<file path="src/rtl/riscv_pkg.sv">
// Purpose: shared RV32I constants, field bit ranges, register count and sequencer FSM encoding.
// Latency: n/a (types, constants and one helper function only).
// Backpressure: n/a.
package riscv_pkg;

  localparam int NUM_REGS = 32;
  localparam int REG_W    = 5;
  localparam int INST_W   = 32;
  localparam int IMM_W    = 12;
  localparam int OPC_W    = 7;

  // Major opcodes, inst[6:0]
  localparam logic [OPC_W-1:0] OPC_OP     = 7'b0110011;
  localparam logic [OPC_W-1:0] OPC_OP_IMM = 7'b0010011;
  localparam logic [OPC_W-1:0] OPC_LOAD   = 7'b0000011;
  localparam logic [OPC_W-1:0] OPC_STORE  = 7'b0100011;
  localparam logic [OPC_W-1:0] OPC_BRANCH = 7'b1100011;

  // Field bit ranges within the instruction word
  localparam int OPC_LSB = 0;
  localparam int OPC_MSB = 6;
  localparam int RD_LSB  = 7;
  localparam int RD_MSB  = 11;
  localparam int RS1_LSB = 15;
  localparam int RS1_MSB = 19;
  localparam int RS2_LSB = 20;
  localparam int RS2_MSB = 24;
  localparam int IMM_LSB = 20;
  localparam int IMM_MSB = 31;

  typedef enum logic [1:0] {
    ST_EMPTY = 2'd0,
    ST_HOLD  = 2'd1,
    ST_ISSUE = 2'd2
  } state_t;

  function automatic logic [NUM_REGS-1:0] reg_onehot(input logic [REG_W-1:0] idx);
    reg_onehot = NUM_REGS'(1) << idx;
  endfunction

endpackage

</file>
<file path="src/rtl/issue_scoreboard_ctrl_fields.sv">
// Purpose: split an RV32I word into opcode/rd/rs1/rs2/imm fields.
// Latency: combinational, zero cycles.
// Backpressure: none; pure function of inst.
// Ports: inst (in, 32) -> opcode (7), rd/rs1/rs2 (5 each), imm (12, raw inst[31:20]).
module issue_scoreboard_ctrl_fields
  import riscv_pkg::*;
(
  input  logic [INST_W-1:0] inst,
  output logic [OPC_W-1:0]  opcode,
  output logic [REG_W-1:0]  rd,
  output logic [REG_W-1:0]  rs1,
  output logic [REG_W-1:0]  rs2,
  output logic [IMM_W-1:0]  imm
);

  assign opcode = inst[OPC_MSB:OPC_LSB];
  assign rd     = inst[RD_MSB:RD_LSB];
  assign rs1    = inst[RS1_MSB:RS1_LSB];
  assign rs2    = inst[RS2_MSB:RS2_LSB];
  assign imm    = inst[IMM_MSB:IMM_LSB];

endmodule

</file>
<file path="src/rtl/issue_scoreboard_ctrl.sv">
// Purpose: single-issue sequencer; holds one instruction until the register scoreboard shows no RAW/WAW hazard.
// Latency: accept in cycle N -> out_valid in cycle N+2 at best; one instruction per 3 cycles max.
// Backpressure: in_ready only in EMPTY; out_* held stable while out_valid & !out_ready.
// Ports: clk, rst_n (async active-low); in_valid/in_ready/in_inst from fetch;
//   out_valid/out_ready/out_inst/out_rd/out_rs1/out_rs2/out_imm to execute;
//   wb_valid/wb_rd writeback clears; flush discards the held instruction;
//   pending = scoreboard (bit 0 always 0); stall_cnt only when ISSUE_STALL_CNT_EN is defined.
module issue_scoreboard_ctrl
  import riscv_pkg::*;
(
  input  logic                clk,
  input  logic                rst_n,
  input  logic                in_valid,
  output logic                in_ready,
  input  logic [INST_W-1:0]   in_inst,
  output logic                out_valid,
  input  logic                out_ready,
  output logic [INST_W-1:0]   out_inst,
  output logic [REG_W-1:0]    out_rd,
  output logic [REG_W-1:0]    out_rs1,
  output logic [REG_W-1:0]    out_rs2,
  output logic [IMM_W-1:0]    out_imm,
  input  logic                wb_valid,
  input  logic [REG_W-1:0]    wb_rd,
  input  logic                flush,
  output logic [NUM_REGS-1:0] pending
`ifdef ISSUE_STALL_CNT_EN
  ,
  output logic [15:0]         stall_cnt
`endif
);

  state_t              state_q, state_d;
  logic [INST_W-1:0]   inst_q;
  logic [OPC_W-1:0]    opcode;
  logic                use_rs1, use_rs2, use_rd;
  logic [NUM_REGS-1:0] wb_mask, eff, pending_d;
  logic                hazard, capture, issue_fire;

  issue_scoreboard_ctrl_fields u_fields (
    .inst   (inst_q),
    .opcode (opcode),
    .rd     (out_rd),
    .rs1    (out_rs1),
    .rs2    (out_rs2),
    .imm    (out_imm)
  );

  assign out_inst = inst_q;

  always_comb begin
    use_rs1 = 1'b0;
    use_rs2 = 1'b0;
    use_rd  = 1'b0;
    case (opcode)
      OPC_OP:                begin use_rs1 = 1'b1; use_rs2 = 1'b1; use_rd = 1'b1; end
      OPC_OP_IMM, OPC_LOAD:  begin use_rs1 = 1'b1; use_rd  = 1'b1; end
      OPC_STORE, OPC_BRANCH: begin use_rs1 = 1'b1; use_rs2 = 1'b1; end
      default:               use_rd = 1'b1;
    endcase
  end

  // A writeback landing this cycle already counts as resolved, so the held
  // instruction can move to ISSUE on the same edge the bit is cleared.
  assign wb_mask = wb_valid ? reg_onehot(wb_rd) : '0;
  assign eff     = pending & ~wb_mask & ~NUM_REGS'(1);
  assign hazard  = (use_rs1 & eff[out_rs1]) | (use_rs2 & eff[out_rs2]) | (use_rd & eff[out_rd]);

  always_comb begin
    state_d   = state_q;
    in_ready  = (state_q == ST_EMPTY);
    out_valid = (state_q == ST_ISSUE);
    case (state_q)
      ST_EMPTY: if (in_valid)  state_d = ST_HOLD;
      ST_HOLD:  if (!hazard)   state_d = ST_ISSUE;
      ST_ISSUE: if (out_ready) state_d = ST_EMPTY;
      default:                 state_d = ST_EMPTY;
    endcase
    if (flush) state_d = ST_EMPTY;
  end

  // Flush overrides the handshake, so a flushed instruction never claims its rd.
  assign capture    = in_valid & in_ready & ~flush;
  assign issue_fire = out_valid & out_ready & ~flush;

  // Clear first, then set, so a set wins a same-index collision.
  always_comb begin
    pending_d = pending & ~wb_mask;
    if (issue_fire && use_rd && (out_rd != '0)) pending_d = pending_d | reg_onehot(out_rd);
    pending_d[0] = 1'b0;
  end

  always_ff @(posedge clk or negedge rst_n) begin
    if (!rst_n) begin
      state_q <= ST_EMPTY;
      inst_q  <= '0;
      pending <= '0;
    end else begin
      state_q <= state_d;
      pending <= pending_d;
      if (capture) inst_q <= in_inst;
    end
  end

`ifdef ISSUE_STALL_CNT_EN
  always_ff @(posedge clk or negedge rst_n) begin
    if (!rst_n) begin
      stall_cnt <= '0;
    end else if ((state_q == ST_HOLD) && hazard && (stall_cnt != 16'hFFFF)) begin
      stall_cnt <= stall_cnt + 16'd1;
    end
  end
`endif

endmodule

</file>
<file path="config.mk">
export PLATFORM = sky130hd
export DESIGN_NAME = issue_scoreboard_ctrl
export DESIGN_NICKNAME = d
export VERILOG_FILES = /design/src/rtl/riscv_pkg.sv /design/src/rtl/issue_scoreboard_ctrl_fields.sv /design/src/rtl/issue_scoreboard_ctrl.sv
export SDC_FILE = /design/constraint.sdc
export NUM_CORES = 1
export LEC_CHECK = 0
export BUFFER_PORTS_ARGS = -buffer_cell sky130_fd_sc_hd__buf_2
export CAP_MARGIN = 20
export CORE_MARGIN = 4
export CORE_UTILIZATION = 55
export CTS_CLUSTER_DIAMETER = 150
export DETAILED_ROUTE_END_ITERATION = 7
export PLACE_DENSITY_LB_ADDON = 0.25
export SLEW_MARGIN = 5
export SYNTH_ARGS = -nofsm -noshare
export SYNTH_HDL_FRONTEND = slang
export SYNTH_SLANG_ARGS = --single-unit
</file>
<file path="constraint.sdc">
create_clock -name clk -period 3.1 [get_ports clk]
set_input_delay 0.155 -clock clk [delete_from_list [all_inputs] [get_ports clk]]
set_output_delay 0.155 -clock clk [all_outputs]
set_load 0.005 [all_outputs]
</file>
==> results.md <==
- Clk pwr share: a little over a fifth
- Wire per inst: 22.2 um
- Core Box Area: between 7000 and 8000 um2
- Commonest non-fill, non-tap cells in the layout: buf_2 (134), o21ai_0 (70), dfrtp_1 (65), mux2_2 (28), nand2_1 (23)
- Reg power frac: between 30% and 40%
- # rows: 31
- Sw Pwr: between 1500 and 2000 uW
- Synth Area per Inst: approximately 9.6 um2
- Crit end category: flip-flop
- Final setup TNS: 0 ns
- Cts repair resizes: 0
- Layout cells sized above 1: 38.0%
- Htree depth: 3
- Worst setup margin: roughly 0.33 ns
- IO Count: approximately 140
- Worst vdd ir: between 0.0004 and 0.0005 V
- Switching share of power: roughly 42%
- Clk sinks: 65
- Drt first-iter violations: between 500 and 600
- Vias in the first global route: 3880
- Fin cells: around 630
- Max frequency: 360 MHz
- Leakage Power: 0.00218 uW
- Unique masters post-synth: 59
- Max Root-Sink Buffers: 2
- CP max-delay cell: dfrtp_1
- Commonest non-fill, non-tap cell in the layout: buf_2
- Final core utilization: between 60% and 70%
- Yosys Warn Count: 0
- Overall Global Routing Usage: 32.0%
- Die Span Y: 93.9 um
- CP delay by family, top: flip-flops
- Endpoints failing setup: 0
- Remaining global-route overflow: 0
- Die width: between 90 and 100 um
- CTS Root Cell: clkbuf_8
- Fraction of registers with async set/reset: between 90% and 100%
- Pre-CTS setup slack: 0.432 ns
- Tcrit/Tclk final: about nine tenths
- DR vias/cell: between 6 and 7
- DP HPWL: 10400 um
- Via count: 4089
- CP Data Required Time: about 3.3 ns
- Sequential cell area fraction in the yosys report: between 40% and 50%
- Slew Limit Fails: 0
- R2R Setup Slk: around 0.33 ns
- DIE AREA: 8820 um2
- Worst-skew pair later-pin latency: between 0.3 and 0.4 ns
- Min Tclk post-route: between 2 and 3 ns
- Detail Route Antenna Nets: 0
- First-pass GRT wire length: 21300 um
- CP Max Fanout: 14
- Antenna diodes: 0
- Worst hold path class: input port to flip-flop
- Post-route DRC: 0
- Mapped Cells: 421
- GPL Wtd Cong: 1.00
- CTS Buf Count: 9
- Max Cap Viol: 0
- Clock Skew: 0.00786 ns
- DR pass1 iterations: 5
- Port Buf Inserts: about 130
- CP Class: flip-flop to flip-flop
- Synthesized cell area: ~4100 um2
- Worst slew pin tran: approximately 1 ns
- Final Hold Fails: 0
- Syn_nets: about 460
- CTS tree: done
- Critical path arrival: between 3 and 4 ns
- Fin nets: between 500 and 600
- Logic pwr share: between 40% and 50%
- Post-synth EDFFs: 0
- Worst Path Buf+Inv: 1
- Clock slew at reported path FFs: 0.08 ns
- WL final: roughly 14000 um
- RSZ-0062 raised after global routing: false
- Initial Util: 56.3%
- Slowest cell delay on critical path: between 0.7 and 0.8 ns
- Status: finished, final reports clean
- Int Power: 2660 uW
- Placed insts: between 600 and 700
- Largest net degree at the start of global routing: 40
- Area Overhead vs Synth: 20.3%
- Flops & latches, synth: 65
- Startpoint types: flip-flop
- Relative slew slack: between 30% and 40%
- Antenna violations before repair: 0
- Cells along the critical path: clkinv_1 -> mux4_2 -> or4_1 -> nand2_1 -> a311oi_1 -> a22o_1
- Primary FF master, synth: dfrtp_1
- Power per Cell Area: about 940 nW/um2
==> per-layer routing <==
| metal | vias to the layer above | track usage [%] | routed length [um] |
|---|---|---|---|
| li1 | 1782 | - | - |
| met1 | 1948 | 43.3 | 5470 |
| met2 | 309 | 48.7 | 6380 |
| met3 | 50 | 7.61 | 1570 |
| met4 | 0 | 14.6 | 464 |
| met5 | - | 0 | 0 |
==> flip-flops by register name, indices dropped and copies added (netlist names) <==
register / count
out_inst: 32
state_q: 2
pending: 31
==> tightest hold or removal path: cells and delay by family <==
family | cells | cell delay [ns]
buffers and inverters | 1 | 0.07
AO/OA/AOI/OAI | 1 | 0.05
AND/OR/NAND/NOR | 1 | 0.03
==> power by group through the flow <==
stage          Sequential [uW]  Clock (uW)  Combinational [uW]
6_report                  1680         969                1950
5_1_grt                   1730        1020                2120
4_1_cts                   1660         981                1930
3_5_place_dp              1680           0                1910
3_3_place_gp              1670           0                1900
2_1_floorplan             1460           0                1370
==> what timing repair did <==
item / in CTS / in global routing
buffers inserted: 0 / 0
hold buffers: 2 / 0
hold endpoints to repair: 27 / 0
==> logic make-up after synthesis <==
logic type      synth area share, %
compound gates                 24.2
simple gates                   13.1
buf+inv                        9.43
flops                          40.1
mux                            12.3
xor+xnor                      0.863
other cells                  0.0924
==> Yosys cell counts (all sizes together) (2+ instances only) <==
cell      n  area share, %
a2111oi   2           0.43
a31oi     5           0.77
nor2     15            1.4
a22oi     2           0.37
o21ai    77            9.6
nor4      3           0.46
xor2      4           0.86
nand3    10            1.2
or3       2           0.31
mux2     28            7.8
a21oi     3           0.37
and4bb    2           0.62
o31ai     4           0.74
nand4     6           0.92
nor2b     5           0.77
mux2i     7            1.7
nand4b    5            1.1
nand2    23            2.1
dfrtp    65             40
clkinv    2           0.19
nand2b    4           0.68
nand3b    2           0.37
inv      12            1.1
nor3      7           0.86
o311ai    9            2.1
mux4      5            2.8
nand4bb   3            1.1
o2111ai  18            4.2
buf      38            6.5
clkbuf   18            1.7
a211oi    2           0.37
o211ai   15            2.8
==> through the flow <==
stage / area, um2 / total power, uW / hold WS (ns)
CTS: 4880 / 4570 / 0.00749
detailed placement: 4600 / 3590 / 0.202
floorplan: 4060 / 2830 / -0.141
finish: 4880 / 4600 / 0.00481
global route: 4880 / 4870 / 0.0289
global placement: 4600 / 3570 / 0.190
==> final cells by class <==
type,count,area [um2]
fill,585,2330
multi-input combinational,286,2060
sequential,65,1630
timing repair buffer,145,758
clock inverter,6,138
clock buffer,10,128
tap,99,124
inverter,14,52.6
==> final timing paths <==
path | start | endpoint | depth (start not counted)
max | out_inst[15] | state_q[1] | 6
min | in_inst[21] | out_inst[21] | 3
max reg2reg | out_inst[15] | state_q[1] | 6
min reg2reg | out_inst[12] | out_inst[12] | 1
max in group asynchronous | rst_n | pending[5] | 3
min in group asynchronous | rst_n | pending[27] | 2
(Power assumes the default switching activity.)
